===== src/rtl/muldiv_unit.sv =====
// Iterative multiply/divide unit owning the HI/LO registers (start/busy/done handshake).
// Define MULDIV_FAST_MUL_EN to make MULT/MULTU single-cycle; DIV stays iterative.
module muldiv_unit #(
    parameter int WIDTH = 32
) (
    input  logic             clk,
    input  logic             rst_n,
    input  logic             start,
    input  logic [2:0]       op,
    input  logic [WIDTH-1:0] a,
    input  logic [WIDTH-1:0] b,
    input  logic             flush,
    output logic             busy,
    output logic             done,
    output logic [WIDTH-1:0] hi,
    output logic [WIDTH-1:0] lo
);
    localparam int CW = $clog2(WIDTH + 1);

    localparam logic [1:0] S_IDLE  = 2'd0;
    localparam logic [1:0] S_CALC  = 2'd1;
    localparam logic [1:0] S_FIXUP = 2'd2;

    localparam logic [2:0] OP_MULT  = 3'b000;
    localparam logic [2:0] OP_MULTU = 3'b001;
    localparam logic [2:0] OP_DIV   = 3'b010;
    localparam logic [2:0] OP_DIVU  = 3'b011;
    localparam logic [2:0] OP_MTHI  = 3'b100;
    localparam logic [2:0] OP_MTLO  = 3'b101;

    logic [1:0]       state_q, state_d;
    logic [CW-1:0]    cnt_q, cnt_d;
    // hacc: product high half / partial remainder; lacc: multiplier bits / dividend->quotient
    logic [WIDTH-1:0] hacc_q, hacc_d;
    logic [WIDTH-1:0] lacc_q, lacc_d;
    logic [WIDTH-1:0] opr_q, opr_d;
    logic             sa_q, sa_d, sb_q, sb_d;
    logic             isdiv_q, isdiv_d;
    logic             div0_q, div0_d;
    logic [WIDTH-1:0] hi_q, hi_d, lo_q, lo_d;
    logic             done_q, done_d;

    logic             signed_op, sgn_a, sgn_b;
    logic [WIDTH-1:0] mag_a, mag_b;
    logic [WIDTH:0]   mul_sum;
    logic [WIDTH:0]   div_sh;
    logic             div_ge;
    logic [WIDTH-1:0] div_rem;
    logic [2*WIDTH-1:0] prod, prod_fix;
    logic [WIDTH-1:0] quo_fix, rem_fix;

    always_comb begin
        signed_op = ~op[0];
        sgn_a     = signed_op & a[WIDTH-1];
        sgn_b     = signed_op & b[WIDTH-1];
        mag_a     = sgn_a ? -a : a;
        mag_b     = sgn_b ? -b : b;
    end

`ifdef MULDIV_FAST_MUL_EN
    logic [2*WIDTH-1:0] fast_prod, fast_fix;
    always_comb begin
        fast_prod = {{WIDTH{1'b0}}, mag_a} * {{WIDTH{1'b0}}, mag_b};
        fast_fix  = (sgn_a ^ sgn_b) ? -fast_prod : fast_prod;
    end
`endif

    always_comb begin
        mul_sum = {1'b0, hacc_q} + (lacc_q[0] ? {1'b0, opr_q} : {(WIDTH+1){1'b0}});
        div_sh  = {hacc_q, lacc_q[WIDTH-1]};
        div_ge  = div_sh >= {1'b0, opr_q};
        div_rem = div_ge ? (div_sh[WIDTH-1:0] - opr_q) : div_sh[WIDTH-1:0];

        prod     = {hacc_q, lacc_q};
        prod_fix = (sa_q ^ sb_q) ? -prod : prod;
        // A zero divisor leaves |a| in the remainder, so only the quotient needs overriding
        quo_fix  = div0_q ? {WIDTH{1'b1}} : ((sa_q ^ sb_q) ? -lacc_q : lacc_q);
        rem_fix  = sa_q ? -hacc_q : hacc_q;
    end

    always_comb begin
        state_d = state_q;
        cnt_d   = cnt_q;
        hacc_d  = hacc_q;
        lacc_d  = lacc_q;
        opr_d   = opr_q;
        sa_d    = sa_q;
        sb_d    = sb_q;
        isdiv_d = isdiv_q;
        div0_d  = div0_q;
        hi_d    = hi_q;
        lo_d    = lo_q;
        done_d  = 1'b0;

        if (flush) begin
            state_d = S_IDLE;
        end else begin
            case (state_q)
                S_IDLE: begin
                    if (start) begin
                        case (op)
                            OP_MULT, OP_MULTU: begin
`ifdef MULDIV_FAST_MUL_EN
                                {hi_d, lo_d} = fast_fix;
                                done_d       = 1'b1;
`else
                                state_d = S_CALC;
                                cnt_d   = '0;
                                hacc_d  = '0;
                                lacc_d  = mag_b;
                                opr_d   = mag_a;
                                sa_d    = sgn_a;
                                sb_d    = sgn_b;
                                isdiv_d = 1'b0;
                                div0_d  = 1'b0;
`endif
                            end
                            OP_DIV, OP_DIVU: begin
                                state_d = S_CALC;
                                cnt_d   = '0;
                                hacc_d  = '0;
                                lacc_d  = mag_a;
                                opr_d   = mag_b;
                                sa_d    = sgn_a;
                                sb_d    = sgn_b;
                                isdiv_d = 1'b1;
                                div0_d  = (b == '0);
                            end
                            OP_MTHI: hi_d = a;
                            OP_MTLO: lo_d = a;
                            default: ;
                        endcase
                    end
                end
                S_CALC: begin
                    if (isdiv_q) begin
                        hacc_d = div_rem;
                        lacc_d = {lacc_q[WIDTH-2:0], div_ge};
                    end else begin
                        hacc_d = mul_sum[WIDTH:1];
                        lacc_d = {mul_sum[0], lacc_q[WIDTH-1:1]};
                    end
                    cnt_d = cnt_q + CW'(1);
                    if (cnt_q == CW'(WIDTH - 1)) state_d = S_FIXUP;
                end
                S_FIXUP: begin
                    if (isdiv_q) begin
                        hi_d = rem_fix;
                        lo_d = quo_fix;
                    end else begin
                        {hi_d, lo_d} = prod_fix;
                    end
                    done_d  = 1'b1;
                    state_d = S_IDLE;
                end
                default: state_d = S_IDLE;
            endcase
        end
    end

    always_ff @(posedge clk or negedge rst_n) begin
        if (!rst_n) begin
            state_q <= S_IDLE;
            cnt_q   <= '0;
            hacc_q  <= '0;
            lacc_q  <= '0;
            opr_q   <= '0;
            sa_q    <= 1'b0;
            sb_q    <= 1'b0;
            isdiv_q <= 1'b0;
            div0_q  <= 1'b0;
            hi_q    <= '0;
            lo_q    <= '0;
            done_q  <= 1'b0;
        end else begin
            state_q <= state_d;
            cnt_q   <= cnt_d;
            hacc_q  <= hacc_d;
            lacc_q  <= lacc_d;
            opr_q   <= opr_d;
            sa_q    <= sa_d;
            sb_q    <= sb_d;
            isdiv_q <= isdiv_d;
            div0_q  <= div0_d;
            hi_q    <= hi_d;
            lo_q    <= lo_d;
            done_q  <= done_d;
        end
    end

    assign busy = (state_q != S_IDLE);
    assign done = done_q;
    assign hi   = hi_q;
    assign lo   = lo_q;
endmodule


===== config.mk =====
export PLATFORM = sky130hd
export DESIGN_NAME = muldiv_unit
export DESIGN_NICKNAME = d
export VERILOG_FILES = /design/src/rtl/muldiv_unit.sv
export SDC_FILE = /design/constraint.sdc
export NUM_CORES = 1
export LEC_CHECK = 0
export CORE_UTILIZATION = 40
export DETAILED_ROUTE_END_ITERATION = 8
export GPL_ROUTABILITY_DRIVEN = 0
export SLEW_MARGIN = 10
export SYNTH_ARGS = -nofsm -noshare
export SYNTH_HDL_FRONTEND = slang
export SYNTH_SLANG_ARGS = --single-unit

===== constraint.sdc =====
create_clock -name clk -period 9.3 [get_ports clk]
set_clock_uncertainty 0.1 [all_clocks]
set_input_delay 1.395 -clock clk [delete_from_list [all_inputs] [get_ports clk]]
set_output_delay 1.395 -clock clk [all_outputs]
set_load 0.05 [all_outputs]

## Word-level counts from Yosys, hierarchy flattened

Index checks and enable logic that the tools add are counted.

| word-level totals | value |
|---|---|
| bits in registers | 173 |
| output and inout bits | 66 |

| cells by class | value |
|---|---|
| reductions and logical operators | 17 |
| add/subtract/negate cells | 8 |
| eq/ne operators | 16 |
| bitwise gates (word level) | 5 |
| order comparisons | 1 |
| multiplexer cells | 37 |

Operators by type and width:

| operator | number |
|---|---|
| 32-bit 2-to-1 mux | 18 |
| 32-bit one-hot mux with 2 select lines | 6 |
| 32-bit negation | 4 |
| 64-bit 2-to-1 mux | 1 |
| 64-bit negation | 1 |
| 32-bit by 32-bit adder with 33-bit output | 1 |
| 33-bit by 32-bit greater-or-equal comparator with 1-bit output | 1 |
| 32-bit logical NOT | 1 |
| 32-bit subtractor | 1 |
| 4-bit AND reduction | 6 |
| 6-bit 2-to-1 mux | 2 |
| 6-bit one-hot mux with 2 select lines | 1 |
| 3-bit != test (second input constant) | 3 |
| 2-bit 2-to-1 mux | 4 |
| 2-bit nonzero test | 4 |
| 6-bit by 1-bit adder with 6-bit output (second input constant) | 1 |
| 3-bit by 2-bit == test with 1-bit output (second input constant) | 2 |
| 3-bit == test (second input constant) | 2 |
| 6-bit by 5-bit == test with 1-bit output (second input constant) | 1 |
| 2-bit by 1-bit != test with 1-bit output (second input constant) | 2 |
| 2-bit != test (second input constant) | 2 |
| 1-bit one-hot mux with 2 select lines | 2 |
| 2-bit one-hot mux with 2 select lines | 1 |
| 2-bit OR reduction | 2 |
| other kinds (12) | 15 |

## Logic depth before layout (Yosys ltp)

| depth | value |
|---|---|
| depth after elaboration | 6 |
| gate-level depth with buffers | 14 |
| gate-level depth less buffers | 13 |

## Worst setup path after synthesis

Ideal clock, no wire load.

| timing | value |
|---|---|
| path kind | input -> register |
| start | input b[4] |
| end | register lacc_q[24] |
| path slack | 5621 ps |
| arrival | 3453 ps |
| stages on the path | 9 |
| cell sequence | nor4_2 > nand3_1 > or3_1 > clkbuf_1 > nor4_2 > nor2_1 > xnor2_1 > nor3_1 > o32a_1 |

| on the way | value |
|---|---|
| word-level cells in the longest chain between the ends | 5 |

Ends and longest elaborated chain:

| item | RTL line | RTL |
|---|---|---|
| start: declaration | 11 | `input logic [WIDTH-1:0] b,` |
| 32-bit negation | 57 | `mag_b = sgn_b ? -b : b;` |
| 32-bit 2-to-1 mux | 57 |  |
| 32-bit one-hot mux with 2 select lines | 101 | `case (op)` |
| 32-bit 2-to-1 mux | 100 | `if (start) begin` |
| 32-bit one-hot mux with 2 select lines | 98 | `case (state_q)` |
| end signal: assignment | 179 | `lacc_q <= lacc_d;` |
| end: declaration | 35 | `logic [WIDTH-1:0] lacc_q, lacc_d;` |

No other way between the ends. The select of a mux whose other input is x is not followed.
A chain may end at the register's enable or synchronous reset.

## Final worst setup path

| timing | value |
|---|---|
| start | register lacc_q[0] |
| end | register hacc_q[30] |

| on the way | value |
|---|---|
| word-level cells in the longest chain between the ends | 4 |

Ends and longest elaborated chain:

| item | RTL line | RTL |
|---|---|---|
| 32-bit 2-to-1 mux | 69 | `mul_sum = {1'b0, hacc_q} + (lacc_q[0] ? {1'b0, opr_q} : {(WIDTH+1){1'b0}});` |
| 32-bit by 32-bit adder with 33-bit output | 69 |  |
| 32-bit 2-to-1 mux | 136 | `if (isdiv_q) begin` |
| 32-bit one-hot mux with 2 select lines | 98 |  |
| end signal: assignment | 165 | `hacc_q <= '0;` |
| end signal: assignment | 178 | `hacc_q <= hacc_d;` |
| end: declaration | 34 | `logic [WIDTH-1:0] hacc_q, hacc_d;` |

No other way between the ends.

==> impl_metrics.ini <==
[grt]
grt_max_degree = 78
grt.met3_usage = 0.0462
antenna_found_initial = 0
met2_usage = 0.436
track_usage = 0.293
overflow = 0
first_global_vias = 14200
top_usage_layer = met2
grt_pass1_wl_um = 86200
met1_usage = 0.423

[detailed_routing]
viasPerCell = 6.08
totalWireLength_um = 57000
vias = 15400
drtIter0Drc = 1786
drc = 0
wl_per_cell_um = 22.5
first_pass_iters = 5
ant_nets = 0

[cts]
cts_tree = yes
cts_buffers = 17
ctsHtreeMaxLevel = 4
ctsResizeCount = 0
clk_pin_slew_worst_paths_ns = 0.08
clk_latency_ns = 0.45
postCtsSetupRepairBufs = 0
cts_root_buffer = clkbuf_16
clock_sinks = 173
ctsHoldBuffers = 0
clockBufferDepth = 2

[power]
netSwitchingFraction = 0.532
intPower_mw = 2.90
p_per_area_nw_per_um2 = 357
max-vdd-ir-drop_mv = 0.151
power.switching_mw = 3.30
clock_power_share = 0.118
comb_power_share = 0.642
sequentialPowerShare = 0.241
p_leak_nw = 7.22

[status]
outcome = finished, final reports clean

[finish]
area_growth_pct = 15.1
final_nets = 2163
fin_area_um2 = 17400
layout-drive-gt1-share = 0.0442
layout_commonest_cell = nand2_1
final_cell_mix = nand2_1, o21ai_0, nor2_1, a21oi_1, dfrtp_1

[floorplanning]
die_y_um = 196
rows = 70
io_pins = 137
initial_core_util = 0.410
fp.dieArea_um2 = 38500
die_w_um = 196
coreArea_um2 = 36900

[timing]
drv_slew = 0
post-route-period-util = 0.505
final_hold_viol_count = 0
setup-violations-final = 0
fin_crit_ns = 4.70
relSlewSlack = 0.219
max_freq_mhz = 213
holdWs_ns = 0.378
grt_setup_unrepaired = no
tightest_slew_ns = 1.17
setup_tns_ns = 0

[logic_synthesis]
synthFlopType = dfrtp_1
synth-warning-count = 0
ys_ff_latch = 173
synth_edf_count = 0
synth.cell_area_um2 = 15100
yosysSeqAreaShare = 0.287
synthesis.nets = 2108
syn_area_per_cell_um2 = 7.68
synth-async-reset-ratio = 1.00
synth_cell_type_count = 80
synth_cells = 1966

[worst_setup_path]
endpoint_kind = flop
cpLargestDelayFamily = compound AO/OA/AOI/OAI gates
reg2reg_depth = 13
max_stage_delay_ns = 0.84
cp.buffers_inverters = 2
cp_max_fo = 17
r2r_setup_slack_ns = 4.60
cp_slowest_cell = o311ai_0
worstReg2RegEnd = hacc_q[30]
r2r_start = lacc_q[0]
cp_data_required_time_ns = 9.54
cp_num_cells = 13
critical_path.cell_chain = inv_1 -> buf_4 -> nor2_1 -> ha_1 -> a21oi_1 -> nand2b_1 -> o311ai_0 -> nand4_1 -> a21oi_1 -> o21ai_1 -> a31oi_1 -> xnor2_1 -> a221o_1
cp-start-kind = flop
critPathMostFrequentCell = a21oi_1
crit_type = flop to flop
worstPathArrival_ns = 4.93

[min_path]
hold_path.class = flop to flop
holdCritStartpoint = cnt_q[5]
hold_depth = 1
min_to = state_q[1]

[placement]
placed_area_um2 = 16800
hpwl_um = 43600
port_buffers = 136

[job]
drv_cap = 0
cells in the mapped netlist (20+ instances only):
cell | number | share of area
ha_1 | 69 | 0.057
nor3_1 | 41 | 0.014
a21o_1 | 28 | 0.014
dfrtp_1 | 173 | 0.29
o21ai_0 | 211 | 0.070
nand3_1 | 37 | 0.012
xor2_1 | 84 | 0.049
a211oi_1 | 20 | 0.0099
a21oi_1 | 176 | 0.058
nor2_1 | 193 | 0.048
o31ai_1 | 22 | 0.011
clkbuf_1 | 104 | 0.026
xnor2_1 | 92 | 0.053
inv_1 | 68 | 0.017
or3_1 | 26 | 0.011
o22ai_1 | 39 | 0.016
o211ai_1 | 31 | 0.015
a31oi_1 | 21 | 0.0087
mux2i_1 | 53 | 0.035
nand2_1 | 225 | 0.056
per-stage QoR:
stage | instances | util | worst slack, ns | total power [mW]
finish | 2539 | 0.472 | 4.60 | 6.21
global placement | 2506 | 0.456 | 4.67 | 5.35
CTS | 2538 | 0.472 | 4.75 | 6.13
detailed placement | 2506 | 0.456 | 4.57 | 5.38
floorplan | 1966 | - | 5.62 | 4.25
global route | 2538 | 0.472 | 4.39 | 6.61
power by group through the flow:
stage          clock network (mW)  registers (mW)  logic (mW)
6_report                    0.731            1.49        3.98
2_1_floorplan                   0            1.53        2.71
5_1_grt                     0.771            1.52        4.32
3_5_place_dp                    0            1.48        3.90
4_1_cts                     0.739            1.47        3.92
3_3_place_gp                    0            1.48        3.88
kinds of logic (layout without fill, tap and decap cells):
logic type | count (synthesis) | count (layout) | synth area share
AOI/OAI and AO/OA | 663 | 663 | 0.269
and+or+nand+nor | 639 | 639 | 0.198
buffers and inverters | 187 | 255 | 0.0468
xor gates and xnor gates | 176 | 176 | 0.102
DFF | 173 | 173 | 0.287
adders and majority gates | 71 | 71 | 0.0598
muxes | 57 | 57 | 0.0381
other | 0 | 1 | 0
registers in the layout (all words and copies together), names as in the netlist:
name,cells
cnt_q,6
state_q,2
div0_q,1
hacc_q,32
hi,32
opr_q,32
sb_q,1
done,1
isdiv_q,1
lacc_q,32
lo,32
sa_q,1
worst reg2reg max path, stage by stage (launching register included):
cell      delay (ns)
dfrtp_1         0.48
inv_1           0.46
buf_4           0.36
nor2_1          0.09
ha_1            0.34
a21oi_1         0.24
nand2b_1        0.12
o311ai_0        0.84
nand4_1         0.32
a21oi_1         0.40
o21ai_1         0.19
a31oi_1         0.22
xnor2_1         0.09
a221o_1         0.33
metal layers:
layer,part of all wire,routed length [µm],vias up
met4,0.035,2000,0
li1,-,-,7215
met5,0,0,-
met2,0.43,24300,785
met1,0.45,25500,7352
met3,0.091,5190,88
worst max-delay path by stage:
stage / from / to / slack [ns]
floorplan: b[4] / lacc_q[24] / 5.62
global placement: b[4] / lacc_q[24] / 4.67
detailed placement: a[8] / opr_q[29] / 4.57
CTS: lacc_q[0] / hacc_q[30] / 4.75
global route: lacc_q[0] / hacc_q[30] / 4.39
finish: lacc_q[0] / hacc_q[30] / 4.60
area by class of cell:
cell class / instances / area (µm²)
clock buffer: 17 / 425
timing repair buffer: 155 / 1500
multi-input combinational: 1606 / 10100
antenna: 1 / 2.50
tap: 504 / 631
inverter: 68 / 255
clock inverter: 15 / 144
sequential: 173 / 4330
fill: 3618 / 19500
(Power assumes the default switching activity.)
